--- src/rtl/bt_seq_pkg.sv ---
// Shared definitions for the Bluetooth UART transmit sequencer.
// Latency: n/a (types and constants only).
// Backpressure: n/a.
package bt_seq_pkg;

    // Sequencer states: one peripheral write, a settle gap, then status polling.
    typedef enum logic [2:0] {
        IDLE,
        WRITE,
        SETTLE,
        POLL,
        CHECK
    } bt_state_e;

    // Register map of the peripheral_bt register bus.
    localparam logic [1:0] BT_ADDR_TX         = 2'd0;
    localparam logic [1:0] BT_ADDR_STATUS     = 2'd2;
    localparam int         BT_STATUS_BUSY_BIT = 0;

endpackage : bt_seq_pkg

--- src/rtl/bt_seq_fifo.sv ---
// Byte FIFO buffering requester data ahead of the peripheral write sequence.
// Latency: a pushed byte is visible at head_o the cycle after the push edge; head is combinational.
// Backpressure: pushes while full and pops while empty are ignored; full_o tells the producer to stall.
//
// Ports:
//   clk, rst          clock, asynchronous active-high reset (pointers and count)
//   push_i/push_dat_i write a byte
//   pop_i             discard the head byte
//   head_o            current head byte
//   full_o/empty_o    occupancy flags
//   count_o           number of stored bytes (0..DEPTH)
module bt_seq_fifo #(
    parameter int DEPTH = 4
) (
    input  logic                     clk,
    input  logic                     rst,
    input  logic                     push_i,
    input  logic [7:0]               push_dat_i,
    input  logic                     pop_i,
    output logic [7:0]               head_o,
    output logic                     full_o,
    output logic                     empty_o,
    output logic [$clog2(DEPTH):0]   count_o
);

    localparam int AW = $clog2(DEPTH);

    logic [7:0]    mem_q [DEPTH];
    logic [AW-1:0] wr_ptr_q, wr_ptr_d;
    logic [AW-1:0] rd_ptr_q, rd_ptr_d;
    logic [AW:0]   cnt_q, cnt_d;
    logic          do_push, do_pop;

    assign full_o  = (cnt_q == (AW+1)'(DEPTH));
    assign empty_o = (cnt_q == '0);
    assign count_o = cnt_q;
    assign head_o  = mem_q[rd_ptr_q];

    assign do_push = push_i & ~full_o;
    assign do_pop  = pop_i & ~empty_o;

    // DEPTH is a power of two, so pointers wrap naturally.
    always_comb begin
        wr_ptr_d = wr_ptr_q;
        rd_ptr_d = rd_ptr_q;
        cnt_d    = cnt_q;
        if (do_push) wr_ptr_d = wr_ptr_q + AW'(1);
        if (do_pop)  rd_ptr_d = rd_ptr_q + AW'(1);
        case ({do_push, do_pop})
            2'b10:   cnt_d = cnt_q + (AW+1)'(1);
            2'b01:   cnt_d = cnt_q - (AW+1)'(1);
            default: cnt_d = cnt_q;
        endcase
    end

    always_ff @(posedge clk or posedge rst) begin
        if (rst) begin
            wr_ptr_q <= '0;
            rd_ptr_q <= '0;
            cnt_q    <= '0;
        end else begin
            wr_ptr_q <= wr_ptr_d;
            rd_ptr_q <= rd_ptr_d;
            cnt_q    <= cnt_d;
        end
    end

    // Storage needs no reset: only slots below the count are ever read as valid.
    always_ff @(posedge clk) begin
        if (do_push) mem_q[wr_ptr_q] <= push_dat_i;
    end

endmodule : bt_seq_fifo

--- src/rtl/bt_tx_sequencer.sv ---
// Buffers requester bytes and writes each one to peripheral_bt, then polls status until TX is idle.
// Latency: byte accepted at E0 drives per_wr from E1 to E2; minimum 4 cycles per byte.
// Backpressure: tx_ready drops while the FIFO holds FIFO_DEPTH bytes; a same-cycle pop does not raise it.
//
// Optional feature: define BT_SEQ_TIMEOUT_EN to build the busy-poll timeout counter and err_timeout.
//
// Ports:
//   clk, rst                      clock, asynchronous active-high reset
//   tx_data/tx_valid/tx_ready     byte input handshake
//   per_cs/per_addr/per_rd/per_wr/per_d_in   peripheral register bus (Moore, decoded from state)
//   per_d_out                     peripheral read data; bit 0 is TX busy when status is addressed
//   busy                          FIFO non-empty or sequence in progress
//   err_timeout/err_clr           sticky timeout flag and its clear
module bt_tx_sequencer
    import bt_seq_pkg::*;
#(
    parameter int FIFO_DEPTH     = 4,
    parameter int TIMEOUT_CYCLES = 65535
) (
    input  logic        clk,
    input  logic        rst,
    input  logic [7:0]  tx_data,
    input  logic        tx_valid,
    output logic        tx_ready,
    output logic [15:0] per_d_in,
    output logic        per_cs,
    output logic [1:0]  per_addr,
    output logic        per_rd,
    output logic        per_wr,
    input  logic [15:0] per_d_out,
    output logic        busy,
    output logic        err_timeout,
    input  logic        err_clr
);

    bt_state_e state_q, state_d;

    logic                         fifo_push;
    logic                         fifo_pop;
    logic [7:0]                   fifo_head;
    logic                         fifo_full;
    logic                         fifo_empty;
    logic [$clog2(FIFO_DEPTH):0]  fifo_cnt_unused;
    logic                         status_busy;
    logic                         to_hit;
    logic                         dout_unused;

    assign tx_ready    = ~fifo_full;
    assign fifo_push   = tx_valid & tx_ready;
    // The byte leaves the FIFO as WRITE ends, so the bus sees it for the whole cycle.
    assign fifo_pop    = (state_q == WRITE);
    assign status_busy = per_d_out[BT_STATUS_BUSY_BIT];
    assign busy        = ~fifo_empty | (state_q != IDLE);
    assign dout_unused = ^per_d_out[15:1];

    bt_seq_fifo #(
        .DEPTH (FIFO_DEPTH)
    ) u_fifo (
        .clk        (clk),
        .rst        (rst),
        .push_i     (fifo_push),
        .push_dat_i (tx_data),
        .pop_i      (fifo_pop),
        .head_o     (fifo_head),
        .full_o     (fifo_full),
        .empty_o    (fifo_empty),
        .count_o    (fifo_cnt_unused)
    );

`ifdef BT_SEQ_TIMEOUT_EN
    localparam int            TW      = $clog2(TIMEOUT_CYCLES + 1);
    localparam logic [TW-1:0] TO_MAX  = TW'(TIMEOUT_CYCLES);
    localparam logic [TW-1:0] TO_LAST = TW'(TIMEOUT_CYCLES - 1);

    logic [TW-1:0] to_cnt_q, to_cnt_d;
    logic          err_q, err_d;

    // The counter holds the number of earlier busy CHECKs for this byte, so the
    // TIMEOUT_CYCLES-th busy CHECK is the one that sees TO_LAST.
    assign to_hit = (state_q == CHECK) && status_busy && (to_cnt_q >= TO_LAST);

    always_comb begin
        to_cnt_d = to_cnt_q;
        if (state_d == WRITE) begin
            to_cnt_d = '0;
        end else if ((state_q == CHECK) && status_busy && (to_cnt_q != TO_MAX)) begin
            to_cnt_d = to_cnt_q + TW'(1);
        end
    end

    // A new timeout beats a simultaneous clear.
    always_comb begin
        err_d = err_q;
        if (to_hit)       err_d = 1'b1;
        else if (err_clr) err_d = 1'b0;
    end

    always_ff @(posedge clk or posedge rst) begin
        if (rst) begin
            to_cnt_q <= '0;
            err_q    <= 1'b0;
        end else begin
            to_cnt_q <= to_cnt_d;
            err_q    <= err_d;
        end
    end

    assign err_timeout = err_q;
`else
    logic clr_unused;

    assign to_hit      = 1'b0;
    assign err_timeout = 1'b0;
    assign clr_unused  = err_clr & (TIMEOUT_CYCLES > 0);
`endif

    // Next-state logic. A timed-out byte is treated as if status had read idle.
    always_comb begin
        state_d = state_q;
        case (state_q)
            IDLE:    if (!fifo_empty) state_d = WRITE;
            WRITE:   state_d = SETTLE;
            SETTLE:  state_d = POLL;
            POLL:    state_d = CHECK;
            CHECK: begin
                if (!status_busy || to_hit) state_d = fifo_empty ? IDLE : WRITE;
                else                        state_d = POLL;
            end
            default: state_d = IDLE;
        endcase
    end

    always_ff @(posedge clk or posedge rst) begin
        if (rst) state_q <= IDLE;
        else     state_q <= state_d;
    end

    // Bus decode depends on state only, so asserting rst zeroes the bus immediately.
    always_comb begin
        per_cs   = 1'b0;
        per_rd   = 1'b0;
        per_wr   = 1'b0;
        per_addr = 2'd0;
        per_d_in = 16'h0000;
        case (state_q)
            WRITE: begin
                per_cs   = 1'b1;
                per_wr   = 1'b1;
                per_addr = BT_ADDR_TX;
                per_d_in = {8'h00, fifo_head};
            end
            POLL, CHECK: begin
                per_cs   = 1'b1;
                per_rd   = 1'b1;
                per_addr = BT_ADDR_STATUS;
            end
            default: ;
        endcase
    end

endmodule : bt_tx_sequencer

--- config.mk ---
export PLATFORM = sky130hd
export DESIGN_NAME = bt_tx_sequencer
export DESIGN_NICKNAME = d
export VERILOG_FILES = /design/src/rtl/bt_seq_pkg.sv /design/src/rtl/bt_seq_fifo.sv /design/src/rtl/bt_tx_sequencer.sv
export SDC_FILE = /design/constraint.sdc
export NUM_CORES = 1
export LEC_CHECK = 0
export ABC_AREA = 1
export ABC_CLOCK_PERIOD_IN_PS = 2000
export BUFFER_PORTS_ARGS = -buffer_cell sky130_fd_sc_hd__buf_4
export CAP_MARGIN = 20
export CELL_PAD_IN_SITES_DETAIL_PLACEMENT = 0
export CELL_PAD_IN_SITES_GLOBAL_PLACEMENT = 1
export CORE_AREA = 2 2 76 78
export DETAILED_ROUTE_END_ITERATION = 10
export DIE_AREA = 0 0 78 80
export PLACE_DENSITY_LB_ADDON = 0.1
export SLEW_MARGIN = 20
export SYNTH_ARGS = -nofsm -noshare
export SYNTH_HDL_FRONTEND = slang
export SYNTH_HIERARCHICAL = 1
export SYNTH_SLANG_ARGS = --single-unit
export TNS_END_PERCENT = 100
--- constraint.sdc ---
create_clock -name clk -period 2 [get_ports clk]
set_input_delay 0.2 -clock clk [delete_from_list [all_inputs] [get_ports clk]]
set_output_delay 0.2 -clock clk [all_outputs]
set_load 0.01 [all_outputs]
Yosys cells after proc, flatten, opt, wreduce, memory -nomap -nowiden
Memory sizes are Yosys's and may differ from the RTL's.
Index checks and enable logic that the tools add are counted.
{"block": "totals", "regBits": 10, "mem_bits_rw": 32, "n_memories": 1, "latch_bits": 0, "elab_cells": 41, "output_inout_bits": 24, "input_bits": 28, "mem_bits_ro": 0}
{"block": "classes", "magnitude_cmp": 0, "n_eq_ne": 8, "bitwise_logic": 6, "n_addsub": 4, "muxes": 12, "div_mod_pow": 0, "n_shift": 0, "n_reduce_logical": 6, "multipliers": 0}
{"name": "u_fifo.mem_q", "words": 4, "width": 8, "read_ports": 1, "rd_clocked_by_memory_dff": 0, "wr": 1, "line": "bt_seq_fifo.sv:28", "rtl": "logic [7:0] mem_q [DEPTH];"}
{"cell": "$pmux W3 S5", "count": 1}
{"cell": "$mux W8", "count": 1}
{"cell": "$eq A3 B2 Y1 const B", "count": 2}
{"cell": "$eq A3 B3 Y1 const B", "count": 2}
{"cell": "$logic_not A3 Y1", "count": 2}
{"cell": "$mux W1", "count": 6}
{"cell": "$pmux W3 S2", "count": 1}
{"cell": "$add A2 B1 Y2 const B", "count": 2}
{"cell": "$mux W2", "count": 2}
{"cell": "$add A3 B1 Y3 const B", "count": 1}
{"cell": "$and A1 B1 Y1", "count": 3}
{"cell": "$eq A3 B1 Y1 const B", "count": 1}
{"cell": "$mux W3", "count": 1}
{"cell": "$reduce_bool A3 Y1", "count": 1}
{"cell": "$reduce_or A3 Y1", "count": 1}
{"cell": "$sub A3 B1 Y3 const B", "count": 1}
{"cell": "$eq A2 B1 Y1 const B", "count": 1}
{"cell": "$eq A2 B2 Y1 const B", "count": 1}
{"cell": "$ne A2 B2 Y1 const B", "count": 1}
{"cell": "$not A1 Y1", "count": 2}
{"cell": "$reduce_bool A2 Y1", "count": 1}
{"cell": "$reduce_or A2 Y1", "count": 1}
{"cell": "$or A1 B1 Y1", "count": 1}

Logic depth before layout (Yosys ltp)
{"block": "depth", "ltp_word": 6, "depth_mapped": 13, "depth_no_buf": 13}

By module
The synthesis kept the hierarchy.
{"mod": "bt_seq_fifo", "n_inst": 1, "seq_area_each_um2": 1136.1, "area_per_inst_um2": 1755.4, "cells_per_inst": 155}
{"mod": "bt_tx_sequencer", "n_inst": 1, "seq_area_each_um2": 75.1, "area_per_inst_um2": 331.6, "cells_per_inst": 57}

Least setup slack after synthesis
Ideal clock, no wire load.
{"block": "synth_timing", "kind": "reg-to-reg", "start": "reg state_q[1]", "end": "reg u_fifo.cnt_q[2], in the netlist u_fifo/count_o[2]", "path_stages_with_launch": 13, "setup_time_ps": 117, "required_ps": 1883, "arrival_time_ps": 1743, "period_less_slack_ps": 1859, "slack_ps": 141, "n_path_buf": 0, "cell_sequence": "dfrtp_1 > inv_1 > nand3_2 > inv_1 > nand2_1 > inv_1 > ha_1 > inv_1 > fa_1 > nand2_1 > nand3_1 > nand2_1 > nand2_1"}
{"block": "synth_via", "elab_chain_cells": 4, "elab_cells_between_ends": 6, "classes_between": "3 x eq/ne; 1 x mux; 1 x bitwise; 1 x reduce/logical"}
{"item": "start: declaration", "line": "bt_tx_sequencer.sv:36", "rtl": "bt_state_e state_q, state_d;"}
{"item": "start signal: assignment", "line": "bt_tx_sequencer.sv:135", "rtl": "else state_q <= state_d;"}
{"item": "$eq A3 B1 Y1 *", "line": "bt_tx_sequencer.sv:51", "rtl": "assign fifo_pop = (state_q == WRITE);"}
{"item": "$and A1 B1 Y1 *", "line": "bt_seq_fifo.sv:40", "rtl": "assign do_pop = pop_i & ~empty_o;"}
{"item": "net u_fifo.do_pop", "line": "bt_seq_fifo.sv:32", "rtl": "logic do_push, do_pop;"}
{"item": "$eq A2 B1 Y1 / $eq A2 B2 Y1 (equally long branches)", "line": "bt_seq_fifo.sv:49", "rtl": "case ({do_push, do_pop})"}
{"item": "$pmux W3 S2 / $reduce_bool A2 Y1 (equally long branches)"}
{"item": "end signal: assignment", "line": "bt_seq_fifo.sv:64", "rtl": "cnt_q <= cnt_d;"}
{"item": "end: declaration", "line": "bt_seq_fifo.sv:31", "rtl": "logic [AW:0] cnt_q, cnt_d;"}
Mark *: on every way through the listed nets, which the timed path passes. The rest lies on a longest branch.
A chain may end at the register's enable or synchronous reset.

Worst setup path in the final report
{"block": "layout_timing", "start": "reg u_fifo.cnt_q[0], in the netlist u_fifo/count_o[0]", "end": "reg u_fifo.cnt_q[1], in the netlist u_fifo/count_o[1]"}
{"block": "layout_via", "elab_chain_cells": 6, "elab_cells_between_ends": 13, "classes_between": "2 x add/sub; 3 x eq/ne; 1 x mux; 5 x bitwise; 2 x reduce/logical"}
{"item": "$eq A3 B3 Y1 *", "line": "bt_seq_fifo.sv:34", "rtl": "assign full_o = (cnt_q == (AW+1)'(DEPTH));"}
{"item": "net fifo_full", "line": "bt_tx_sequencer.sv:41", "rtl": "logic fifo_full;"}
{"item": "$not A1 Y1 *", "line": "bt_tx_sequencer.sv:48", "rtl": "assign tx_ready = ~fifo_full;"}
{"item": "$and A1 B1 Y1 *", "line": "bt_tx_sequencer.sv:49", "rtl": "assign fifo_push = tx_valid & tx_ready;"}
{"item": "net fifo_push", "line": "bt_tx_sequencer.sv:38", "rtl": "logic fifo_push;"}
{"item": "$and A1 B1 Y1 *", "line": "bt_seq_fifo.sv:39", "rtl": "assign do_push = push_i & ~full_o;"}
{"item": "$eq A2 B1 Y1 / $eq A2 B2 Y1 (equally long branches)", "line": "bt_seq_fifo.sv:49"}
{"item": "$pmux W3 S2 / $reduce_bool A2 Y1 (equally long branches)"}
Marked as above.

==> results.py <==
metrics = {
    "worst_setup_path": {
        "startpoint_type": "flip-flop",
        "end_kind": "flip-flop",
        "arrival_ns": 2.04,
        "path_class": "flip-flop to flip-flop",
        "required_ns": 2.20,
        "worst-path-max-fanout": 3,
    },
    "yosys": {
        "syn_area_per_cell_sq_um": 9.84,
        "ys_seq_area_frac": 0.580,
        "synth_most_common_cell": "inv_1",
        "synth.top_cell.area_share": 0.460,
        "synth_top_area_cell": "edfxtp_1",
        "synth.area.top_cells": "edfxtp_1, dfrtp_1, inv_1, nand2_1, o211ai_1",
        "async_reset_ff_frac": 0.238,
        "synth_edf_count": 32,
        "synth.cell_area_sq_um": 2090,
        "synth_cell_types": 20,
        "ys_ff_latch": 42,
        "synth_flop_cell": "edfxtp_1",
        "synth_cells": 212,
        "synth_commonest_cells": "inv_1, nand2_1, edfxtp_1, nor2_1, o211ai_1",
        "ys.warnings.count": 6,
    },
    "timing": {
        "finalSetupTns_ns": 0,
        "rsz0062_at_grt": "false",
        "hold_viol": 0,
        "clock.fmax_mhz": 543,
        "setup_viol": 0,
        "finalCritPeriodShare": 0.921,
        "fin_skew_ns": 0.00426,
        "fin_ws_ns": 0.158,
        "slew_violations": 0,
        "fin_crit_ns": 1.84,
    },
    "clock_tree": {
        "htreeDepth": 2,
        "clock_latency_ns": 0.29,
        "cts_tree": "yes",
        "clock-root-buffer": "clkbuf_8",
        "cts_sinks": 42,
        "path_clk_slew_ns": 0.08,
        "clk_path_buf_depth": 2,
        "cts_made_buffers": 5,
    },
    "global_routing": {
        "first_global_vias": 1206,
        "antenna_found_initial": 0,
        "grt_max_degree": 34,
        "grt_usage": 0.121,
        "globalRouteOverflowTotal": 0,
        "grt_pass1_wl_um": 5620,
    },
    "placed_design": {
        "port_buffers": 25,
        "gp_congestion": 0.732,
        "place_area_sq_um": 2340,
        "placed_cells": 312,
        "hpwl_um": 2480,
        "post-place-ws_ns": 0.0970,
    },
    "pwr": {
        "ir_worst_vdd_mv": 0.593,
        "seqPwrFrac": 0.372,
        "p_int_uw": 2230,
        "p_leak_uw": 0.00119,
        "clockPowerShare": 0.177,
        "switching_share": 0.381,
        "p_comb_frac": 0.451,
        "power.density_nw_per_um2": 1460,
        "switching_power_uw": 1370,
    },
    "layout": {
        "area_growth_pct": 18.6,
        "postLayoutCoreUtil": 0.458,
        "final_nets": 283,
        "fin_area_sq_um": 2470,
        "final_cells": 322,
        "n_antenna_cell": 0,
        "drive_gt1_frac": 0.220,
    },
    "die": {
        "io_pins": 52,
        "start_util": 0.386,
        "die_x_um": 78,
        "die_area_sq_um": 6240,
        "core-area_sq_um": 5410,
        "die_h_um": 80,
        "num_rows": 27,
    },
    "flow_run": {
        "maxCapViolCount": 0,
    },
    "route": {
        "avgRoutedWirePerCell_um": 10.8,
        "vias": 1368,
        "drc": 0,
        "detail-route-antenna-nets": 0,
        "firstDrtPassIters": 4,
        "wirelength_um": 3490,
        "vias_per_cell": 4.25,
        "drt-initial-drc-count": 70,
    },
    "status": {
        "outcome": "complete, no violations",
    },
    "min_path": {
        "holdCritPathClass": "primary input to flip-flop",
    },
}
## metal layers
metal	track usage	vias up	routed length, um
li1	-	720	-
met1	0.152	602	1550
met2	0.199	40	1670
met3	0.0351	6	209
met4	0.0421	0	49
met5	0	-	0
## state kept, by name, indices dropped and copies added (netlist names)
name	flops
u_fifo/count_o	3
u_fifo/rd_ptr_q	2
u_fifo/wr_ptr_q	2
state_q	3
u_fifo/mem_q	32
## timing repair
action,in CTS,in global routing
resized for setup,0,9
endpoints found under the hold margin,10,0
hold buffers,1,0
setup endpoints to repair,0,2
buffers inserted,0,1
## placed cells by master, fill, tap and decap left out, types with 2 or more instances in the layout
| master | n |
|---|---|
| nand3_1 | 8 |
| clkbuf_8 | 5 |
| buf_4 | 35 |
| nand3_2 | 3 |
| o211ai_1 | 16 |
| nand2_1 | 46 |
| ha_1 | 5 |
| conb_1 | 10 |
| inv_2 | 6 |
| dfrtp_1 | 10 |
| edfxtp_1 | 32 |
| nor2_1 | 16 |
| o21ai_0 | 2 |
| inv_1 | 45 |
## final timing paths
path | start | to | slack, ns | depth (start not counted)
max | u_fifo/count_o[0]$_DFFE_PP0P_ | u_fifo/count_o[1]$_DFFE_PP0P_ | 0.16 | 9
min | tx_data[4] | u_fifo/mem_q[0][4]$_DFFE_PP_ | 0.11 | 1
max reg2reg | u_fifo/count_o[0]$_DFFE_PP0P_ | u_fifo/count_o[1]$_DFFE_PP0P_ | 0.16 | 9
min reg2reg | u_fifo/count_o[0]$_DFFE_PP0P_ | u_fifo/count_o[0]$_DFFE_PP0P_ | 0.49 | 1
max in group asynchronous | rst | u_fifo/count_o[1]$_DFFE_PP0P_ | 1.34 | 3
min in group asynchronous | rst | state_q[2]$_DFFE_PP0P_ | 0.35 | 3
## layout make-up
cell class | count | area (sq um)
well taps | 72 | 90.1
inverters | 52 | 198
fillers | 542 | 2930
repair buffers | 36 | 273
multi-input cells | 112 | 593
clock buffers | 6 | 72.6
clock inverters | 2 | 37.5
flip-flops and latches | 42 | 1210
## power groups by stage
stage | Combinational, uW | Sequential, uW | Clock [uW]
after floorplan | 1180 | 1290 | 0
after global placement | 1620 | 1350 | 0
after detailed placement | 1630 | 1350 | 0
after CTS | 1630 | 1330 | 659
after global routing | 1890 | 1370 | 695
final | 1630 | 1340 | 637
## stage by stage
stage | total power, uW | hold WS (ns)
6_report | 3600 | 0.109
5_1_grt | 3950 | 0.0911
4_1_cts | 3620 | 0.0969
3_5_place_dp | 2970 | 0.0943
3_3_place_gp | 2960 | 0.0940
2_1_floorplan | 2470 | -0.0464
## critical path: stages (launching register included)
cell	delay (ns)
dfrtp_1	0.37
inv_2	0.07
nand3_2	0.07
inv_1	0.05
nor2_1	0.21
nand2_4	0.07
ha_1	0.21
inv_1	0.10
fa_2	0.43
o21ai_0	0.17
## logic make-up (layout without fill, tap and decap cells)
group                    Yosys count  after routing  share of synthesized area
buffers and inverters             67             96                      0.154
AND/OR/NAND/NOR                   76             76                      0.155
other                              1             10                    0.00180
adder cells (fa/ha/maj)            6              6                     0.0396
AO/OA/AOI/OAI                     19             19                     0.0647
flip-flops                        42             42                      0.580
XOR/XNOR                           1              1                    0.00420
No activity file was read; power rests on OpenSTA's default activity.
